<file path="src/rtl/pipeline_latch_ctrl.sv">
// pipeline_latch_ctrl
//   Central sequencer for the four inter-stage latches of the 5-stage pipe:
//   IF/ID (0), ID/EX (1), EX/MEM (2), MEM/WB (3). Every cycle it decides, for
//   each latch, whether it loads (en) or clears to a NOP (flush). It also
//   tracks a valid bit per latch and owns the PC update enable.
//
//   Ports:
//     CLK, nRST      clock (rising edge), async active-low reset
//     ihit, dhit     fetch / data-memory access complete this cycle
//     dmem_req       EX/MEM holds a load or store
//     load_use       ID reads the destination of a load sitting in ID/EX
//     branch_taken   EX resolved a taken branch/jump
//     halt_wb        MEM/WB holds a halt
//     en, flush      per-latch load enable / clear-to-NOP (flush wins)
//     pc_en          PC update enable
//     stage_valid    registered valid bit per latch
//     halted         sticky halt indicator
//
//   Optional build macro PIPE_CTRL_PERF_EN adds the saturating counters
//   stall_cycles and flush_count.

// Valid bit for one latch: cleared by flush, loaded from the upstream valid
// when the latch is enabled, otherwise held.
module pipeline_latch_valid (
    input  logic CLK,
    input  logic nRST,
    input  logic en_i,
    input  logic flush_i,
    input  logic src_i,
    output logic valid_o
);
    logic valid_q;

    always_ff @(posedge CLK or negedge nRST) begin
        if (!nRST)        valid_q <= 1'b0;
        else if (flush_i) valid_q <= 1'b0;
        else if (en_i)    valid_q <= src_i;
    end

    assign valid_o = valid_q;
endmodule

module pipeline_latch_ctrl #(
    parameter int NUM_LATCHES    = 4,
    parameter int BR_FLUSH_DEPTH = 2
) (
    input  logic                   CLK,
    input  logic                   nRST,
    input  logic                   ihit,
    input  logic                   dhit,
    input  logic                   dmem_req,
    input  logic                   load_use,
    input  logic                   branch_taken,
    input  logic                   halt_wb,
    output logic [NUM_LATCHES-1:0] en,
    output logic [NUM_LATCHES-1:0] flush,
    output logic                   pc_en,
    output logic [NUM_LATCHES-1:0] stage_valid,
    output logic                   halted
`ifdef PIPE_CTRL_PERF_EN
    ,
    output logic [31:0]            stall_cycles,
    output logic [31:0]            flush_count
`endif
);

    generate
        if (NUM_LATCHES != 4) begin : g_bad_num_latches
            $error("pipeline_latch_ctrl: NUM_LATCHES must be 4");
        end
        if (BR_FLUSH_DEPTH < 1 || BR_FLUSH_DEPTH > 3) begin : g_bad_br_depth
            $error("pipeline_latch_ctrl: BR_FLUSH_DEPTH must be 1..3");
        end
    endgenerate

    typedef enum logic [1:0] {
        RUN    = 2'd0,
        DWAIT  = 2'd1,
        HALTED = 2'd2
    } state_e;

    state_e state_q;
    logic   halted_q;

    // Hazard inputs only count when the latch they describe holds real work.
    logic dreq_v, lu_v, br_v, halt_v;
    assign dreq_v = dmem_req     & stage_valid[2];
    assign lu_v   = load_use     & stage_valid[1];
    assign br_v   = branch_taken & stage_valid[1];
    assign halt_v = halt_wb      & stage_valid[3];

    // Freeze covers the first miss cycle (still in RUN) as well as DWAIT; the
    // cycle dhit arrives is already free to advance.
    logic freeze, run_or_wait, br_take, lu_take;
    assign run_or_wait = (state_q == RUN) || (state_q == DWAIT);
    assign freeze  = ((state_q == DWAIT) && !dhit) ||
                     ((state_q == RUN) && dreq_v && !dhit);
    assign br_take = run_or_wait && !freeze && br_v;
    assign lu_take = run_or_wait && !freeze && !br_v && lu_v;

    always_comb begin
        en    = '0;
        flush = '0;
        pc_en = 1'b0;
        if (!nRST || !run_or_wait || freeze) begin
            // everything held
        end else if (br_take) begin
            en    = '1;
            for (int i = 0; i < BR_FLUSH_DEPTH; i++) flush[i] = 1'b1;
            pc_en = 1'b1;
        end else if (lu_take) begin
            en       = '1;
            en[0]    = 1'b0;   // IF/ID re-presents the dependent instruction
            flush[1] = 1'b1;   // bubble into ID/EX
        end else if (!ihit) begin
            en       = '1;
            en[0]    = 1'b0;
            flush[0] = 1'b1;   // no instruction arrived; push a NOP into IF/ID
        end else begin
            en    = '1;
            pc_en = 1'b1;
        end
    end

    always_ff @(posedge CLK or negedge nRST) begin
        if (!nRST) begin
            state_q  <= RUN;
            halted_q <= 1'b0;
        end else begin
            case (state_q)
                RUN: begin
                    if (halt_v) begin
                        state_q  <= HALTED;
                        halted_q <= 1'b1;
                    end else if (dreq_v && !dhit) begin
                        state_q  <= DWAIT;
                    end
                end
                DWAIT: begin
                    if (halt_v) begin
                        state_q  <= HALTED;
                        halted_q <= 1'b1;
                    end else if (dhit) begin
                        state_q  <= RUN;
                    end
                end
                HALTED: begin
                    state_q  <= HALTED;
                    halted_q <= 1'b1;
                end
                default: begin
                    state_q  <= RUN;
                    halted_q <= 1'b0;
                end
            endcase
        end
    end

    assign halted = halted_q;

    // Each latch's valid source is the valid bit of the latch upstream of it;
    // IF/ID takes the fetch completion directly.
    logic [NUM_LATCHES-1:0] vsrc;
    assign vsrc = {stage_valid[NUM_LATCHES-2:0], ihit};

    generate
        for (genvar g = 0; g < NUM_LATCHES; g++) begin : g_lat
            pipeline_latch_valid u_valid (
                .CLK     (CLK),
                .nRST    (nRST),
                .en_i    (en[g]),
                .flush_i (flush[g]),
                .src_i   (vsrc[g]),
                .valid_o (stage_valid[g])
            );
        end
    endgenerate

`ifdef PIPE_CTRL_PERF_EN
    logic [31:0] stall_q, flush_q;
    logic        stall_ev;
    assign stall_ev = run_or_wait && (freeze || lu_take);

    always_ff @(posedge CLK or negedge nRST) begin
        if (!nRST) begin
            stall_q <= '0;
            flush_q <= '0;
        end else begin
            if (stall_ev && (stall_q != 32'hFFFF_FFFF)) stall_q <= stall_q + 32'd1;
            if (br_take  && (flush_q != 32'hFFFF_FFFF)) flush_q <= flush_q + 32'd1;
        end
    end

    assign stall_cycles = stall_q;
    assign flush_count  = flush_q;
`endif

endmodule

</file>
<file path="config.mk">
export PLATFORM = sky130hd
export DESIGN_NAME = pipeline_latch_ctrl
export DESIGN_NICKNAME = d
export VERILOG_FILES = /design/src/rtl/pipeline_latch_ctrl.sv
export SDC_FILE = /design/constraint.sdc
export NUM_CORES = 1
export LEC_CHECK = 0
export ABC_AREA = 1
export BUFFER_PORTS_ARGS = -buffer_cell sky130_fd_sc_hd__buf_2
export CAP_MARGIN = 20
export CORE_UTILIZATION = 30
export CTS_CLUSTER_SIZE = 20
export DETAILED_ROUTE_END_ITERATION = 8
export PLACE_DENSITY_LB_ADDON = 0.2
export SYNTH_ARGS = -nofsm -noshare
export SYNTH_HDL_FRONTEND = slang
export SYNTH_SLANG_ARGS = --single-unit
</file>
<file path="constraint.sdc">
create_clock -name CLK -period 1.32 [get_ports CLK]
set_clock_uncertainty 0.05 [all_clocks]
set_input_delay 0.066 -clock CLK [delete_from_list [all_inputs] [get_ports CLK]]
set_output_delay 0.066 -clock CLK [all_outputs]
set_load 0.05 [all_outputs]
</file>
After elaboration in Yosys (flattened, before gate mapping):

Index checks and enable logic that the tools add are counted.

* equal/unequal tests: 5
* muxes and demuxes: 24
* bitwise operators: 4
* reductions and logical operators: 22

Operator list (count)
* two-way mux 1 bit: 15
* two-way mux 2 bit: 6
* logical AND 1 bit: 8
* case mux 2 bit (3 select lines): 1
* zero test 1 bit: 5
* bitwise AND 1 bit: 4
* logical OR 1 bit: 4
* two-way mux 4 bit: 1
* nonzero test 2 bit: 2
* inequality test 3 x 2 -> 1 bit, second input constant: 1
* inequality test 3 bit, second input constant: 1
* == test 2 x 1 -> 1 bit, second input constant: 1
* == test 2 bit, second input constant: 1
* zero test 2 bit: 1
* inequality test 2 x 1 -> 1 bit, second input constant: 1
* case mux 1 bit (2 select lines): 1
* AND reduction 2 bit: 1
* OR reduction 2 bit: 1

* register bits: 7
* input port bits: 8
* output and inout port bits: 14

Logic depth before layout (Yosys ltp):

* word-level depth: 13
* gate-level depth with buffers: 9

Modules after synthesis:

Synthesis repeated with hierarchy kept, for this count alone.

* cell total of the unflattened synthesis: 62
* area total of the unflattened synthesis: 426.7 um2

By module, submodules not included
* pipeline_latch_ctrl: times used 1, cells an instance 38, area each 246.5 um2, sequential area each 75.1 um2
* pipeline_latch_valid: times used 4, cells an instance 6, area each 45.0 um2, sequential area each 25.0 um2

Worst setup path after synthesis:

OpenSTA, ideal clock, no wires.

* kind: register to output
* start point: reg state_q[1]
* end point: out en[0]
* data arrival time: 1449 ps
* data required time: 1204 ps
* path slack: -245 ps
* stages on the path, launching flop included: 9
* path through: dfrtp_1 nor2_1 nand2_2 nand2_4 nand2_4 inv_6 nand2_2 inv_1 buf_4

* cells in the longest elaborated chain, start to end: 11

RTL lines
* start, declared: RTL line 82 `state_e state_q;`
* start signal, assigned: RTL line 127 `state_q <= RUN;`
* start signal, assigned: RTL line 133 `state_q <= HALTED;`
* start signal, assigned: RTL line 136 `state_q <= DWAIT;`
* zero test 2 bit: RTL line 95, 97
* logical AND 1 bit (2 in series): RTL line 97 `((state_q == RUN) && dreq_v && !dhit);`
* logical OR 1 bit: RTL line 96 `assign freeze = ((state_q == DWAIT) && !dhit) ||`
* zero test 1 bit: RTL line 98, 99
* logical AND 1 bit: RTL line 98, 99
* logical AND 1 bit (2 in series): RTL line 99 `assign lu_take = run_or_wait && !freeze && !br_v && lu_v;`
* two-way mux 1 bit: RTL line 111 `end else if (lu_take) begin`
* two-way mux 1 bit: RTL line 107 `end else if (br_take) begin`
* two-way mux 4 bit *: RTL line 105 `if (!nRST || !run_or_wait || freeze) begin`
* end, declared: RTL line 55 `output logic [NUM_LATCHES-1:0] en,`

Mark *: on every way between the ends. The rest lies on a longest branch, timed or not.

Worst setup path in the final report:

Same ends and word-level chain as after synthesis.

==> results.txt <==
----------------------------------------------------
[Run status]
  Result of the run ... complete, but fails checks
  Failing checks ... negative setup slack

[Synthesis]
  Synth unique cells ... 15
  Most common cell in the netlist ... nand2_1
  Netlist area before placement ... 495 µm²
  Library cell occupying the most area in the post-synthesis netlist ... dfrtp_1
  Synth warn ... 0
  Synthesized instance count ... 64
  Dominant synthesized flop cell ... dfrtp_1
  Sequential-to-total area share from yosys stat ... 0.354
  Share of the synthesized area in the top cell type ... 0.354
  Average cell area after synthesis ... 7.74 µm²
  Simple-gate share of the synthesized area ... 0.301
  Count of flip-flops with a built-in enable after synthesis ... 0
  Multiplexer fraction of the synthesized cell area ... 0
  Dominant combinational cell family by area after synthesis ... simple AND/OR/NAND/NOR gates
  Largest cells by area after synthesis ... dfrtp_1 35%, buf_4 18%, nand2_1 11%, nand2_2 8.8%, inv_1 6.8%
  Post-synthesis async set-or-reset flop share ... 1.00
  Number of storage elements in the synthesis netlist ... 7
  Post-Synth Adder-Cell Area ... 0
  Compound-cell area share of the yosys netlist ... 0.0707
  Xor and xnor area share after synthesis ... 0
  Commonest cells in the netlist ... 14 x nand2_1, 12 x buf_4, 9 x inv_1

[STA]
  Count of final max-slew check failures ... 0
  Final Critical Period ... 1.55 ns
  Fin Setup TNS ... -1.10 ns
  Setup repair after global routing missed its margin ... true
  Final setup slack of the worst path ... -0.228 ns
  Final number of setup-violating endpoints ... 7
  Post-Route Hold Slack ... around 0.043 ns
  Number of hold violations in the final report ... 0
  Maximum frequency from static timing analysis ... 0.646 GHz
  Final clock period utilization by the worst path ... 1.17

[Clock network]
  Skew-Pair Late Insertion Delay ... 0.25 ns
  TritonCTS Buffers ... 3
  Register clock-pin slew on the reported worst setup and hold paths ... 0.05 ns
  TritonCTS clock tree ... built
  Number of levels in the clock H-tree ... 1
  Root buffer selected by CTS ... clkbuf_4
  Sink count of the clock tree ... 7
  Buffers from clock root to sink, at most ... 2

[Floorplanning]
  CORE AREA ... 1520 µm²
  Number of ports placed on the die boundary ... 22
  Die outline width ... 42.6 µm
  Total number of placement rows ... 14
  Die Outline Area ... 1820 µm²
  Starting density of the core ... 0.325
  Die height ... 42.6 µm

[Global routing]
  Number of antenna violations at the first check in global routing ... 0
  Largest net degree at the start of global routing ... 8
  Global router's overall resource usage ... 0.123
  First-pass GRT wire length ... ~1600 µm
  Via count of the first global-routing pass ... 427
  Total congestion overflow after global routing ... 0

[Cells and area]
  Share of final-layout standard cells stronger than drive strength 1 ... 0.573
  Net count, final ... 98
  Area added between synthesis and finish ... 49.0%
  Number of antenna diodes ... 0
  Number of inserted filler cells in the final layout ... 151
  Total non-filler cell area in the finished layout ... 738 µm²

[Placement]
  Pre-CTS worst setup slack ... -0.0142 ns
  Port Buffers ... 19
  Detailed Place HPWL ... 734 µm
  Post-place instance area ... between 500 and 600 µm²
  Final RePlAce weighted congestion ... 0.778

[Pwr]
  Static leakage ... 0.418 nW
  Power per standard cell area ... approximately 600 nW/µm²
  Total design power ... 445 µW
  Max rail drop VDD ... 0.000609 V

[Route]
  DRC violation count after routing ... 0
  DRC violation total after the first TritonRoute iteration ... 9
  Via count of the routed design ... 445
  Vias per std cell ... roughly 4.2
  Total Routed Length ... 957 µm
  Routed wirelength normalized by instance count ... 9.11 µm
  Pre-Repair DR Iteration Count ... 3
  Antenna Nets Post-Route ... 0

[Critical path]
  Worst endpoint required time ... 1.20 ns
  Launch instance of the worst register-to-register path ... state_q[1]
  Worst setup path startpoint ... state_q[1]
  Critical-path maximum fanout ... 3
  Kind of launch point of the worst setup path ... flop
  Arrival time reported for the critical path endpoint ... 1.43 ns
  CP Class ... reg -> out
  Last element of the critical path ... en[0]
  Worst r2r dst ... g_lat[0].u_valid.valid_o
  R2r worst-path depth ... 8
  Slack of the worst reg-to-reg path ... 0.06 ns
  Critical path endpoint category ... output port

[Worst hold path]
  Path class of the lowest-slack min-delay path ... in -> reg

[Run]
  Max-cap check violation count ... 0

----------------------------------------------------
## repair_timing
item / 4_1_cts / 5_1_grt
setup endpoints to repair: 7 / 8
pin swaps: 2 / 0
resized for setup: 16 / 11
buffers inserted: 3 / 0
gates cloned: 0 / 0
hold buffers: 2 / 0
hold endpoints to repair: 8 / 0
## worst min-delay path by stage
| stage | startpoint | endpoint | slack [ns] | cells past startpoint |
|---|---|---|---|---|
| 5_1_grt | halt_wb | state_q[1] | 0.05 | 3 |
| 3_3_place_gp | nRST | state_q[0] | -0.02 | 2 |
| 4_1_cts | halt_wb | state_q[1] | 0.04 | 3 |
| 2_1_floorplan | nRST | g_lat[0].u_valid.valid_o | -0.28 | 0 |
| 3_5_place_dp | nRST | state_q[1] | -0.01 | 2 |
| 6_report | halt_wb | state_q[1] | 0.04 | 3 |
## metal layers
metal  up-vias  global-route usage  part of all wire
met2        17               0.179              0.51
met4         0              0.0500             0.016
met3         2              0.0862             0.074
met5         -                   0                 0
li1        228                   -                 -
met1       198               0.139              0.40
## cells in the final DEF (no fill, tap or decap)
| cell type | count |
|---|---|
| dlygate4sd3_1 | 2 |
| dfrtp_1 | 7 |
| clkbuf_1 | 1 |
| conb_1 | 2 |
| buf_6 | 5 |
| nand2_2 | 6 |
| nor2_1 | 3 |
| buf_8 | 4 |
| nand3_2 | 1 |
| a21oi_2 | 2 |
| nor2_2 | 1 |
| nand3_1 | 1 |
| nand2_1 | 13 |
| buf_4 | 9 |
| inv_1 | 6 |
| o21ai_0 | 1 |
| a211oi_1 | 1 |
| inv_2 | 2 |
| buf_2 | 12 |
| nand2_4 | 4 |
| clkbuf_4 | 3 |
| inv_6 | 1 |
| clkinvlp_4 | 1 |
| a21oi_1 | 1 |
## final cells by class
| cell class | count | area, µm² | area share |
|---|---|---|---|
| repair buffers | 32 | 264 | 0.358 |
| multi-input cells | 36 | 206 | 0.280 |
| flip-flops and latches | 7 | 175 | 0.237 |
| inverters | 10 | 46.3 | 0.0627 |
| clock buffers | 4 | 26.3 | 0.0356 |
| well taps | 16 | 20.0 | 0.0271 |
## critical path, cell delays in order, from the launching register on
cell and delay [ns]:
dfrtp_1 0.41, nor2_2 0.12, nand2_2 0.07, nand2_4 0.09, nand2_4 0.06, nand2_2 0.06
nand2_2 0.06, nand2_4 0.07, clkinvlp_4 0.10, buf_6 0.16
## sequential cells by signal (all words and copies together) (netlist names)
name	count
g_lat.u_valid.valid_o	4
state_q	2
halted	1
## cell families (layout without fill, tap and decap cells)
family                 Yosys count  in the layout
and+or+nand+nor                 29             29
buffers and inverters           22             46
DFF                              7              7
AOI/OAI and AO/OA                5              5
other                            1              2
## where the power goes
group          internal (mW)  switching, mW  total (mW)
Clock                  0.115         0.0723       0.187
Combinational         0.0156         0.0273      0.0429
Sequential             0.215              0       0.215
Total                  0.346         0.0996       0.445
## through the flow
stage | utilization | instances
5_1_grt | 0.484 | 105
6_report | 0.484 | 105
3_3_place_gp | 0.386 | 96
2_1_floorplan | - | 65
4_1_cts | 0.465 | 105
3_5_place_dp | 0.386 | 96
(Power assumes the default switching activity.)
